`config.mk`:
```
export PLATFORM = sky130hd
export DESIGN_NAME = instr_encoder
export DESIGN_NICKNAME = d
export VERILOG_FILES = /design/src/rtl/riscv_pkg.sv /design/src/rtl/instr_format.sv /design/src/rtl/instr_encoder.sv
export SDC_FILE = /design/constraint.sdc
export NUM_CORES = 1
export LEC_CHECK = 0
export ABC_AREA = 0
export BUFFER_PORTS_ARGS = -buffer_cell sky130_fd_sc_hd__buf_2
export CORE_MARGIN = 1.5
export CORE_UTILIZATION = 45
export CTS_CLUSTER_DIAMETER = 150
export CTS_CLUSTER_SIZE = 14
export DETAILED_ROUTE_END_ITERATION = 6
export PLACE_DENSITY = 0.77
export SETUP_SLACK_MARGIN = 0.1
export SLEW_MARGIN = 20
export SYNTH_ARGS = -nofsm -noshare
export SYNTH_HDL_FRONTEND = slang
export SYNTH_SLANG_ARGS = --single-unit
```
`constraint.sdc`:
```
create_clock -name clk -period 2.15 [get_ports clk]
set_clock_uncertainty 0.2 [all_clocks]
set_input_delay 0.43 -clock clk [delete_from_list [all_inputs] [get_ports clk]]
set_output_delay 0.43 -clock clk [all_outputs]
set_load 0.005 [all_outputs]
```
`src/rtl/riscv_pkg.sv`:
```
// riscv_pkg: shared RV32I opcodes, ALU codes, instruction classes and encoder states
package riscv_pkg;
    localparam logic [6:0] R_TYPE = 7'b0110011;
    localparam logic [6:0] I_TYPE = 7'b0010011;
    localparam logic [6:0] LOAD   = 7'b0000011;
    localparam logic [6:0] STORE  = 7'b0100011;
    localparam logic [6:0] BRANCH = 7'b1100011;
    localparam logic [6:0] JAL    = 7'b1101111;
    localparam logic [6:0] JALR   = 7'b1100111;
    localparam logic [3:0] ALU_ADD = 4'd0;
    localparam logic [3:0] ALU_SUB = 4'd1;
    localparam logic [3:0] ALU_AND = 4'd2;
    localparam logic [3:0] ALU_OR  = 4'd3;
    localparam logic [3:0] ALU_SLT = 4'd4;
    localparam logic [31:0] NOP_WORD = 32'h0000_0013;
    typedef enum logic [2:0] {
        CLS_R, CLS_I, CLS_LOAD, CLS_STORE, CLS_BEQ, CLS_BNE, CLS_JAL, CLS_JALR
    } instr_class_t;
    typedef enum logic [1:0] {IDLE, ACCEPT, WRITE, DONE} enc_state_t;
endpackage

```
`src/rtl/instr_format.sv`:
```
// instr_format: packs decoded fields into an RV32I word, flagging illegal combos as NOP.
// IMM_RANGE_CHECK_EN adds signed-range and alignment checks on immediates.
module instr_format
    import riscv_pkg::*;
(
    input  instr_class_t cls,
    input  logic [3:0]   alu,
    input  logic [4:0]   rd,
    input  logic [4:0]   rs1,
    input  logic [4:0]   rs2,
    input  logic [31:0]  imm,
    output logic [31:0]  word,
    output logic         illegal
);
    logic [2:0]  f3;
    logic [31:0] raw;
    logic        bad_op;
    logic        bad_imm;
    logic        unused_imm;
    assign unused_imm = ^{imm[31:21], imm[0]};
    always_comb begin
        f3 = alu == ALU_AND ? 3'b111 : alu == ALU_OR ? 3'b110 : alu == ALU_SLT ? 3'b010 : 3'b000;
        bad_op = ((cls == CLS_R || cls == CLS_I) && alu > ALU_SLT) || (cls == CLS_I && alu == ALU_SUB);
        raw = NOP_WORD;
        case (cls)
            CLS_R:     raw = {(alu == ALU_SUB) ? 7'b0100000 : 7'b0, rs2, rs1, f3, rd, R_TYPE};
            CLS_I:     raw = {imm[11:0], rs1, f3, rd, I_TYPE};
            CLS_LOAD:  raw = {imm[11:0], rs1, 3'b010, rd, LOAD};
            CLS_STORE: raw = {imm[11:5], rs2, rs1, 3'b010, imm[4:0], STORE};
            CLS_BEQ:   raw = {imm[12], imm[10:5], rs2, rs1, 3'b000, imm[4:1], imm[11], BRANCH};
            CLS_BNE:   raw = {imm[12], imm[10:5], rs2, rs1, 3'b001, imm[4:1], imm[11], BRANCH};
            CLS_JAL:   raw = {imm[20], imm[10:1], imm[11], imm[19:12], rd, JAL};
            CLS_JALR:  raw = {imm[11:0], rs1, 3'b000, rd, JALR};
            default:   raw = NOP_WORD;
        endcase
    end
`ifdef IMM_RANGE_CHECK_EN
    logic fits12, fits13, fits21;
    assign fits12 = imm[31:11] == {21{imm[11]}};
    assign fits13 = imm[31:12] == {20{imm[12]}} && !imm[0];
    assign fits21 = imm[31:20] == {12{imm[20]}} && !imm[0];
    assign bad_imm = (cls == CLS_BEQ || cls == CLS_BNE) ? !fits13 :
                     cls == CLS_JAL ? !fits21 :
                     cls == CLS_R ? 1'b0 : !fits12;
`else
    assign bad_imm = 1'b0;
`endif
    assign illegal = bad_op || bad_imm;
    assign word    = illegal ? NOP_WORD : raw;
endmodule

```
`src/rtl/instr_encoder.sv`:
```
// instr_encoder: accepts field bundles over valid/ready and writes encoded RV32I words
// sequentially into instruction memory, one word per two cycles.
module instr_encoder
    import riscv_pkg::*;
#(
    parameter int                ADDR_W    = 32,
    parameter logic [ADDR_W-1:0] BASE_ADDR = '0,
    parameter int                DEPTH     = 256,
    localparam int               CW        = $clog2(DEPTH) + 1
) (
    input  logic              clk,
    input  logic              rst_n,
    input  logic              start,
    input  logic              in_valid,
    output logic              in_ready,
    input  logic              in_last,
    input  logic [2:0]        in_class,
    input  logic [3:0]        in_alu,
    input  logic [4:0]        in_rd,
    input  logic [4:0]        in_rs1,
    input  logic [4:0]        in_rs2,
    input  logic [31:0]       in_imm,
    output logic              imem_we,
    output logic [ADDR_W-1:0] imem_addr,
    output logic [31:0]       imem_wdata,
    output logic              busy,
    output logic              done,
    output logic              err,
    output logic [CW-1:0]     count
);
    enc_state_t  state, next;
    logic        last_q;
    logic [31:0] word;
    logic        illegal;
    logic        launch;
    logic        full;
    instr_format u_fmt (
        .cls     (instr_class_t'(in_class)),
        .alu     (in_alu),
        .rd      (in_rd),
        .rs1     (in_rs1),
        .rs2     (in_rs2),
        .imm     (in_imm),
        .word    (word),
        .illegal (illegal)
    );
    assign launch   = (state == IDLE || state == DONE) && start;
    assign full     = count == CW'(DEPTH - 1);
    assign in_ready = state == ACCEPT;
    assign imem_we  = state == WRITE;
    assign busy     = in_ready || imem_we;
    assign done     = state == DONE;
    always_ff @(posedge clk or negedge rst_n) begin
        if (!rst_n) state <= IDLE;
        else        state <= next;
    end
    always_comb begin
        next = state;
        case (state)
            IDLE, DONE: next = start ? ACCEPT : state;
            ACCEPT:     next = in_valid ? WRITE : ACCEPT;
            WRITE:      next = (last_q || full) ? DONE : ACCEPT;
            default:    next = IDLE;
        endcase
    end
    always_ff @(posedge clk or negedge rst_n) begin
        if (!rst_n) begin
            imem_addr  <= BASE_ADDR;
            imem_wdata <= '0;
            count      <= '0;
            err        <= 1'b0;
            last_q     <= 1'b0;
        end else if (launch) begin
            imem_addr <= BASE_ADDR;
            count     <= '0;
            err       <= 1'b0;
        end else if (state == ACCEPT && in_valid) begin
            imem_wdata <= word;
            last_q     <= in_last;
            if (illegal) err <= 1'b1;
        end else if (state == WRITE) begin
            imem_addr <= imem_addr + ADDR_W'(4);
            count     <= count + CW'(1);
            // program ran out of slots before its last instruction
            if (full && !last_q) err <= 1'b1;
        end
    end
endmodule

```
==> reports/metrics.cfg, run 1 <==
[run_status]
outcome=completed

[global_routing]
grt.met1_usage_pct=28.2
met3_usage_pct=5.09
use_met2_pct=41.8
grt_pass1_wl_um=16900
grt_pass1_vias=3589
grt_max_degree=39
antenna_found_initial=0
busiest_layer=met2
grt_usage_pct=23.7
globalRouteOverflowTotal=0

[sta]
slew_headroom_pct=55.6
finalSetupViolations=0
hold-worst-slack_ps=74.4
finalWorstSetupSlack_ps=41.9
worst_pin_slew_ps=662
period_needed_ps=2110
period_share_pct=98.1
fmax_mhz=474
hold_viol=0
maxSlewViolCount=0
rsz0062_at_grt=yes

[clock_tree]
clkTransAtPathRegs_ps=80
cts_tree=done
h-tree-depth=3
cts.sinks=74
cts-root-buf=clkbuf_8
clk_latency_ps=350
cts_buffers=9
clockBufferDepth=2

[floorplanning]
start_util_pct=47.1
die_w_um=96.4
die_area_mm2=0.00930
top_level_ports=137
core-area_mm2=0.00834
num_rows=33
die_h_um=96.4

[route]
post_drt_wl_per_cell_um=15.9
postRouteAntennaNets=0
drc=0
vias=3811
drt_pass1_iterations=4
wl_um=10800
vias_per_cell=5.65
drt_first_iter_violations=141

[layout]
nets=631
utilization_pct=63.4
drive_gt1_share_pct=37.0
antennaDiodeCount=0
area_growth_pct=34.7
fin_area_mm2=0.00529

[hold_path]
min_path_type=in -> reg
min_from=in_last

[setup_path]
cp_data_required_time_ps=2220
worstSetupStartpointType=flip-flop
setup.worst_path.start=state[1]$_DFFE_PN0P_
worstPathMaxFanout=6
crit_arrival_ps=2180
critPathKind=reg -> reg
end_kind=flip-flop
r2r-start=state[1]$_DFFE_PN0P_

[placed_design]
pre_cts_ws_ps=-43.2
port-buffer-count=123
place_area_mm2=0.00486
gp_congestion=0.869
dp_hpwl_um=7670

[synth]
synth_area_per_cell_um2=9.58
syn_area_mm2=0.00393
yosys_warnings=0
yosysSeqAreaShare_pct=47.1
synth_cells=410
ys_ff_latch=74
async_flop_share_pct=100
synth_flop_cell=dfrtp_1
synth.distinct_cells=55
synth_edf_count=0

[pwr]
ir_drop_uv=516
power_leakage_nw=2.61
power.density_mw_per_mm2=958

[flow_run]
drv_cap=0

-- metal layers --
layer	routed length (um)	part of all wire, %	vias to the layer above
li1	-	-	1801
met1	4470	42	1841
met2	5400	50	152
met3	739	6.9	17
met4	159	1.5	0
met5	0	0	-
-- final cells by class --
cell class / instances / area [um^2]
timing repair buffer: 165 / 961
clock buffer: 11 / 141
inverter: 10 / 37.5
multi-input combinational: 306 / 2090
tap: 105 / 131
fill: 684 / 3050
clock inverter: 4 / 76.3
sequential: 74 / 1860
-- layout by cell type (no fill, tap or decap), drive strengths merged, types with 5 or more instances in the layout --
cell type / n
nand4: 17
nand2b: 7
xnor2: 10
nor2: 29
a21oi: 18
dfrtp: 74
or4: 6
o21ai: 30
mux2i: 21
nand3: 16
buf: 164
a22o: 10
nand2: 56
nor4: 5
a211oi: 5
xor2: 6
and2: 5
ha: 6
o31ai: 6
inv: 10
clkbuf: 11
or3: 5
-- critical path: stages, from the launching register on --
cell	delay [ps]
dfrtp_1	440
inv_2	80
ha_4	180
a21bo_4	250
a21o_4	230
or4_1	500
a21oi_1	140
-- where the power goes --
group | switching [mW] | internal [mW]
clock network | 0.527 | 0.682
logic | 1.05 | 0.877
registers | 0.221 | 1.71
-- kinds of logic after synthesis --
family,share of synthesized area [%]
muxes,5.93
and+or+nand+nor,21.4
buffers and inverters,3.38
DFF,47.1
AOI/OAI and AO/OA,16.5
other,0.0955
xor gates and xnor gates,3.57
adders and majority gates,1.91
-- Yosys cell counts (12+ instances only) --
library cell	number	area [um^2]
nand2_1	56	210
clkbuf_1	13	48.8
o21ai_1	12	60.1
mux2i_1	21	210
nand4_1	16	100
nand3_1	16	80.1
dfrtp_1	74	1850
o21ai_0	18	90.1
nor2_1	28	105
a21oi_1	17	85.1
-- state kept, by name (all words and copies together), names as in the netlist --
| signal | cells |
|---|---|
| imem_wdata | 31 |
| imem_addr | 30 |
| count | 9 |
| state | 2 |
| err | 1 |
| last_q | 1 |
-- final timing paths --
kind	endpoint	slack, ps	depth (start not counted)
max	imem_addr[21]$_DFFE_PN0P_	40	6
min	last_q$_DFFE_PN0P_	70	3
max reg2reg	imem_addr[21]$_DFFE_PN0P_	40	6
min reg2reg	imem_wdata[17]$_DFFE_PN0P_	280	2
max in group asynchronous	imem_addr[2]$_DFFE_PN0P_	750	3
min in group asynchronous	imem_addr[13]$_DFFE_PN0P_	390	2
-- through the flow --
step           power [mW]  cells  setup TNS (ps)
5_1_grt              5.39    675               0
6_report             5.07    675               0
2_1_floorplan        2.86    411               0
3_5_place_dp         3.68    651            -266
4_1_cts              5.04    673               0
3_3_place_gp         3.62    651           -5.88
-- what timing repair did --
item                       in CTS  in global routing
hold buffers                    1                  0
buffers inserted                6                  2
setup endpoints to repair      48                 27
hold endpoints to repair       36                  0
pin swaps                       5                  5
gates resized for setup        16                 15
No activity file was read; power rests on OpenSTA's default activity.
==> run 2, diff against run 1 <==
--- a/config.mk
+++ b/config.mk
@@ -8,13 +8,14 @@
 export ABC_AREA = 0
 export BUFFER_PORTS_ARGS = -buffer_cell sky130_fd_sc_hd__buf_2
 export CORE_MARGIN = 1.5
-export CORE_UTILIZATION = 45
+export CORE_UTILIZATION = 47
 export CTS_CLUSTER_DIAMETER = 150
 export CTS_CLUSTER_SIZE = 14
 export DETAILED_ROUTE_END_ITERATION = 6
-export PLACE_DENSITY = 0.77
+export PLACE_DENSITY = 0.78
 export SETUP_SLACK_MARGIN = 0.1
 export SLEW_MARGIN = 20
 export SYNTH_ARGS = -nofsm -noshare
 export SYNTH_HDL_FRONTEND = slang
+export SYNTH_HIERARCHICAL = 1
 export SYNTH_SLANG_ARGS = --single-unit
==> run 2 against run 1 <==
  * The flow now finishes with violations (negative setup slack)
  * Sequential power is 3% higher
  * Design area increased by 18%
  * Cell count increased by 8.6%
  * Register-to-register slack worse by 250 ps
  * Die area up 6.2%
  * Worst setup slack worse by 250 ps
  * Largest power group is now combinational logic
==> reports/metrics.cfg, run 2 <==
[layout]
final_cell_mix=121 x buf_2, 74 x dfrtp_1, 55 x buf_4
mostFrequentLayoutCell=buf_2
regArea_mm2=0.00188  ; +1.1%
largest_reg_flops=32  ; +3.2%
fin_area_mm2=0.00626  ; +18%
multi_input_area_mm2=0.00267  ; +28%
area_growth_pct=43.4
drive_gt1_share_pct=46.7  ; +9.7 points
reg.largest.list=imem_wdata (32), imem_addr (30), count (9)
fill_cells=627  ; -8.3%
largest-register=imem_wdata
nets=685  ; +8.6%
antennaDiodeCount=0  ; unchanged

[synth]
synth_top_area_cell=dfrtp_1
ys_ff_latch=75  ; +1.4%
synth_top_cell_area_share_pct=43.0  ; -4.1 points
synth_area_per_cell_um2=9.87  ; +3.0%
syn_area_mm2=0.00436  ; +11%
async_flop_share_pct=100  ; unchanged
yosys.cell_count.top_type=dfrtp_1
yosys_warnings=6  ; +6
synth_common_cells=75 x dfrtp_1, 39 x nand2_1, 38 x mux2_2, 32 x a21oi_1, 19 x nor2_1
synth_flop_cell=dfrtp_1
synth.distinct_cells=57  ; +3.6%
synth_edf_count=0  ; unchanged
synth_cells=442  ; +7.8%
synthTopCellsByArea=dfrtp_1 43%, mux2_2 9.8%, a21oi_1 3.7%, nand2_1 3.4%, mux2i_1 2.3%
yosysSeqAreaShare_pct=43.0  ; -4.1 points

[clock_tree]
cts_tree=done
clockBufferDepth=2  ; unchanged
cts-root-buf=clkbuf_8
clk_latency_ps=350  ; about the same
cts_buffers=9  ; unchanged
h-tree-depth=3  ; unchanged
cts.sinks=75  ; +1.4%
clkTransAtPathRegs_ps=80  ; about the same

[route]
postRouteAntennaNets=0  ; unchanged
wl_um=13100  ; +22%
drt_first_iter_violations=269  ; +91%
drt_pass1_iterations=5  ; +1
post_drt_wl_per_cell_um=17.9  ; +12%
drc=0  ; unchanged
vias=4295  ; +13%
vias_per_cell=5.86  ; +3.8%

[global_routing]
grt_pass1_wl_um=21000  ; +24%
antenna_found_initial=0  ; unchanged
globalRouteOverflowTotal=0  ; unchanged
grt_max_degree=44  ; +13%
grt_usage_pct=26.6  ; +2.9 points
grt_pass1_vias=4298  ; +20%

[setup_path]
reg2reg_to=imem_addr[28]$_DFFE_PN0P_
end_kind=flip-flop
reg2regPathDepth=6  ; unchanged
worstPathMaxFanout=6  ; unchanged
reg2reg_slack_ps=-210  ; -250 ps
critPathKind=reg -> reg
r2r-start=state[0]$_DFFE_PN0P_
cp_data_required_time_ps=2230  ; about the same
worstSetupStartpointType=flip-flop
crit_arrival_ps=2450  ; +270 ps

[sta]
finalWorstSetupSlack_ps=-211  ; -253 ps
period_needed_ps=2360  ; +253 ps
hold_viol=0  ; unchanged
maxSlewViolCount=0  ; unchanged
rsz0062_at_grt=yes
finalSetupViolations=11  ; +11
fmax_mhz=423  ; -11%
tns_ps=-849  ; -849 ps
period_share_pct=110  ; +12 points

[hold_path]
holdPathEnd=last_q$_DFFE_PN0P_
min_from=in_last
hold_depth=2  ; -1
min_path_type=in -> reg

[floorplanning]
die_w_um=99.3  ; +3.0%
die_h_um=99.3  ; +3.0%
die_area_mm2=0.00987  ; +6.2%
core-area_mm2=0.00885  ; +6.1%
start_util_pct=49.3  ; +2.2 points
top_level_ports=137  ; unchanged
num_rows=34  ; +3.0%

[pwr]
ir_drop_uv=599  ; +16%
combPwrFrac_pct=44.5  ; +6.5 points
internal_power_mw=3.93  ; +20%
power_leakage_nw=3.02  ; +16%
seq_power_share_pct=34.2  ; -3.9 points
p_sw_share_pct=32.2  ; -3.2 points
power.density_mw_per_mm2=927  ; -3.3%
p_clk_share_pct=21.3  ; -2.6 points
switchingPower_mw=1.87  ; +4.0%

[placed_design]
port-buffer-count=123  ; unchanged
gp_congestion=0.842  ; -3.0%
place_area_mm2=0.00535  ; +10%
dp_hpwl_um=8480  ; +11%

[run_status]
violations=negative setup slack
outcome=finished, violations left

[flow_run]
drv_cap=0  ; unchanged

[run 2: cell types whose count changed in the layout (fill, tap and decap cells not counted), sizes merged, moves of 11 or more]
cell and delta:
a21oi +14, buf +26, mux2 +36, mux2i -11, nand2 -17, o21ai -16
[run 2: worst max path at each step]
| stage | start | end | cells past startpoint |
|---|---|---|---|
| after floorplan | state[0]$_DFFE_PN0P_ | imem_addr[24]$_DFFE_PN0P_ | 6 |
| after global placement | state[0]$_DFFE_PN0P_ | imem_addr[24]$_DFFE_PN0P_ | 6 |
| after detailed placement | state[0]$_DFFE_PN0P_ | imem_addr[24]$_DFFE_PN0P_ | 6 |
| after CTS | state[0]$_DFFE_PN0P_ | imem_addr[28]$_DFFE_PN0P_ | 6 |
| after global routing | state[0]$_DFFE_PN0P_ | imem_addr[28]$_DFFE_PN0P_ | 7 |
| final | state[0]$_DFFE_PN0P_ | imem_addr[28]$_DFFE_PN0P_ | 6 |
[run 2: logic make-up (layout without fill, tap and decap cells)]
group	Yosys count	count (layout)	share of synthesized area [%]
XOR/XNOR	13	13	2.61
adder cells (fa/ha/maj)	6	6	1.72
AND/OR/NAND/NOR	153	153	19.2
buffers and inverters	44	225	5.02
flip-flops	75	75	43.0
other	2	4	0.172
multiplexers	48	48	12.1
AO/OA/AOI/OAI	101	101	16.1
[run 2: repair_timing]
item                                   CTS  global route
cloned                                   3             1
endpoints found under the hold margin   32             0
gates resized for setup                 55            37
setup buffers                           11            13
hold buffers                             1             0
setup endpoints to repair               53            65
pin swaps                               14            20
[run 2: layout make-up]
type / count / area share (%)
Multi-Input combinational cell: 325 / 42.6
Inverter: 17 / 1.02
Clock buffer: 10 / 2.20
Clock inverter: 6 / 1.40
Tap cell: 108 / 2.16
Timing Repair Buffer: 192 / 20.6
Sequential cell: 75 / 30.0
[run 2: routing by layer]
layer  wire length, um  part of all wire [%]  vias to the layer above  GRT usage, %
met4               234                   1.8                        0          11.2
li1                  -                     -                     1985             -
met2              6500                    50                      173          42.9
met3               740                   5.6                       23          4.71
met1              5640                    43                     2114          35.6
met5                 0                     0                        -             0
[run 2: worst max-delay path, stage by stage (launching register included)]
cell	delay, ps
dfrtp_2	450
inv_2	100
ha_4	140
a21bo_4	240
a2111o_1	490
or4_1	520
a21oi_2	150
[run 2: per-stage QoR]
step	cells	power, mW	setup slack, ps	utilization (%)	hold slack [ps]
global placement	691	3.75	-67.3	60.5	201
CTS	722	5.64	-133	67.4	102
finish	733	5.80	-211	70.7	117
global route	733	6.09	-304	70.7	113
detailed placement	691	3.83	-131	60.5	213
floorplan	444	2.98	-29.4	-	-65.6
[run 2: power by group through the flow]
stage / clock (mW) / combinational (mW) / sequential [mW]
global route: 1.32 / 2.75 / 2.02
floorplan: 0 / 0.968 / 2.02
global placement: 0 / 1.79 / 1.96
CTS: 1.26 / 2.40 / 1.97
finish: 1.24 / 2.58 / 1.98
detailed placement: 0 / 1.84 / 1.99
==> run 3, diff against run 2 <==
--- a/config.mk
+++ b/config.mk
@@ -7,12 +7,13 @@
 export LEC_CHECK = 0
 export ABC_AREA = 0
 export BUFFER_PORTS_ARGS = -buffer_cell sky130_fd_sc_hd__buf_2
+export CAP_MARGIN = 20
 export CORE_MARGIN = 1.5
-export CORE_UTILIZATION = 47
+export CORE_UTILIZATION = 52
 export CTS_CLUSTER_DIAMETER = 150
 export CTS_CLUSTER_SIZE = 14
 export DETAILED_ROUTE_END_ITERATION = 6
-export PLACE_DENSITY = 0.78
+export PLACE_DENSITY = 0.82
 export SETUP_SLACK_MARGIN = 0.1
 export SLEW_MARGIN = 20
 export SYNTH_ARGS = -nofsm -noshare
==> constraint.sdc (replaced) <==
create_clock -name clk -period 2.3 [get_ports clk]
set_clock_uncertainty 0.2 [all_clocks]
set_input_delay 0.46 -clock clk [delete_from_list [all_inputs] [get_ports clk]]
set_output_delay 0.46 -clock clk [all_outputs]
set_load 0.005 [all_outputs]
==> run 3 against run 2 <==
  * The run still ends with negative setup slack left
  * Hold slack gained 32 ps
  * Utilization shrank 0.82 points
  * Sequential share of layout area grew 2.9 points
  * Cell count shrank 4.4%
  * First-iteration DRC count shrank 15%
  * Total power shrank 16%
  * Critical endpoint unchanged
==> reports/metrics.cfg, run 3 (same netlist as run 2, synthesis figures left out) <==
[run_status]
outcome=finished, violations left
violations=negative setup slack

[global_routing]
grt_pass1_vias=3839  ; -11%
grt_max_degree=44  ; unchanged
use_met2_pct=44.0  ; +1.0 points
globalRouteOverflowTotal=0  ; unchanged
grt_usage_pct=26.0  ; -0.58 points
busiest_layer=met2
antenna_found_initial=0  ; unchanged
grt.met1_usage_pct=33.3  ; -2.4 points
met3_usage_pct=4.83  ; +0.12 points
grt_pass1_wl_um=18200  ; -14%

[sta]
fmax_mhz=432  ; +1.9%
maxSlewViolCount=0  ; unchanged
period_share_pct=101  ; -9.1 points
finalWorstSetupSlack_ps=-17.4  ; +194 ps
rsz0062_at_grt=yes
hold-worst-slack_ps=149  ; +31.9 ps
hold_viol=0  ; unchanged
finalSetupViolations=2  ; -9
period_needed_ps=2320  ; -44.0 ps
tns_ps=-33.7  ; +815 ps

[setup_path]
reg2reg_slack_ps=-20  ; +190 ps
path_cells=inv_2 -> ha_4 -> a21bo_4 -> a2111o_1 -> or4_1 -> a21oi_1
crit_arrival_ps=2390  ; -60 ps
slowest_stage=or4_1
cp_data_required_time_ps=2380  ; +150 ps
worstSetupStartpointType=flip-flop
end_kind=flip-flop
reg2reg_to=imem_addr[28]$_DFFE_PN0P_
critical-path-max-stage-delay_ps=510  ; about the same
worstPathMaxFanout=7  ; +1
critPathKind=reg -> reg
reg2regPathDepth=6  ; unchanged
r2r-start=state[0]$_DFFE_PN0P_

[layout]
nets=656  ; -4.2%
area_growth_pct=30.9
reg.largest.list=imem_wdata (32), imem_addr (30), count (9)
drive_gt1_share_pct=40.8  ; -5.9 points
antennaDiodeCount=0  ; unchanged
largest_reg_flops=32  ; unchanged
mostFrequentLayoutCell=buf_2
final_cell_mix=122 x buf_2, 74 x dfrtp_1, 38 x nand2_1, 38 x mux2_2, 34 x buf_4
utilization_pct=69.9  ; -0.82 points
fin_area_mm2=0.00571  ; -8.7%
largest-register=imem_wdata

[clock_tree]
clockBufferDepth=2  ; unchanged
clk_latency_ps=350  ; about the same
cts-root-buf=clkbuf_8
clkTransAtPathRegs_ps=80  ; about the same
cts.sinks=75  ; unchanged
cts_buffers=9  ; unchanged
h-tree-depth=3  ; unchanged
cts_tree=done

[placed_design]
dp_hpwl_um=8120  ; -4.2%
place_area_mm2=0.00519  ; -3.0%
gp_congestion=0.852  ; +1.1%
port-buffer-count=123  ; unchanged
pre_cts_ws_ps=-84.9  ; +46.1 ps

[route]
drt_first_iter_violations=228  ; -15%
postRouteAntennaNets=0  ; unchanged
wl_um=12100  ; -7.8%
post_drt_wl_per_cell_um=17.3  ; -3.5%
vias=4183  ; -2.6%
drc=0  ; unchanged
vias_per_cell=5.97  ; +1.8%
drt_pass1_iterations=5  ; unchanged

[floorplanning]
top_level_ports=137  ; unchanged
die_w_um=94.6  ; -4.8%
num_rows=33  ; -2.9%
start_util_pct=53.4  ; +4.1 points
die_area_mm2=0.00895  ; -9.3%
core-area_mm2=0.00818  ; -7.6%
die_h_um=94.6  ; -4.8%

[pwr]
power_leakage_nw=2.70  ; -11%
ir_drop_uv=628  ; +4.8%
power.density_mw_per_mm2=856  ; -7.6%

[flow_run]
drv_cap=0  ; unchanged

[hold_path]
min_path_type=in -> reg
hold_depth=2  ; unchanged
min_from=in_last
holdPathEnd=last_q$_DFFE_PN0P_

[run 3: cell count changes in the layout (fill, tap and decap cells not counted), moves of 3 or more]
cell,before,now
a21oi_1,23,30
a21oi_2,9,2
buf_16,3,0
buf_4,55,34
buf_6,8,2
mux2_2,7,38
mux2_4,31,0
[run 3: final cells by class]
cell class,count,area [um^2]
Fill cell,614,2460
Clock inverter,4,73.8
Timing Repair Buffer,163,988
Inverter,17,63.8
Clock buffer,12,145
Tap cell,105,131
Multi-Input combinational cell,325,2430
Sequential cell,75,1880
[run 3: routing by layer]
| layer | routed length [um] | part of all wire [%] |
|---|---|---|
| met1 | 4980 | 41 |
| met2 | 6070 | 50 |
| met3 | 868 | 7.2 |
| met4 | 179 | 1.5 |
| met5 | 0 | 0 |
[run 3: through the flow]
stage	cells	power, mW
after floorplan	444	2.77
after global placement	668	3.41
after detailed placement	668	3.50
after CTS	692	4.68
after global routing	701	5.14
final	701	4.89
[run 3: power by group]
part / leakage [nW] / total, mW / internal [mW] / switching (mW)
combinational: 1.60 / 1.92 / 1.01 / 0.908
clock: 0.111 / 1.13 / 0.642 / 0.488
sequential: 0.986 / 1.84 / 1.65 / 0.185
[run 3: worst max-delay path by stage]
stage	startpoint	end	slack (ps)	cells after the start
finish	state[0]$_DFFE_PN0P_	imem_addr[28]$_DFFE_PN0P_	-20	6
global route	state[0]$_DFFE_PN0P_	imem_addr[24]$_DFFE_PN0P_	-50	6
CTS	state[0]$_DFFE_PN0P_	imem_addr[24]$_DFFE_PN0P_	-50	6
detailed placement	state[0]$_DFFE_PN0P_	imem_addr[28]$_DFFE_PN0P_	-80	6
global placement	state[1]$_DFFE_PN0P_	imem_addr[19]$_DFFE_PN0P_	-1	7
floorplan	state[0]$_DFFE_PN0P_	imem_addr[28]$_DFFE_PN0P_	90	6
[run 3: repair_timing]
action,in CTS,in global routing
pin swaps,8,16
buffers inserted,7,6
hold buffers,1,0
gates resized for setup,8,18
endpoints found under the setup margin,19,52
cloned,0,3
endpoints found under the hold margin,32,0
[run 3: worst max-delay path, delay by kind of cell (launching register included)]
family,cells,cell delay [ps]
AO/OA/AOI/OAI,3,850
flip-flops,1,450
AND/OR/NAND/NOR,1,510
adder cells (fa/ha/maj),1,140
buffers and inverters,1,90
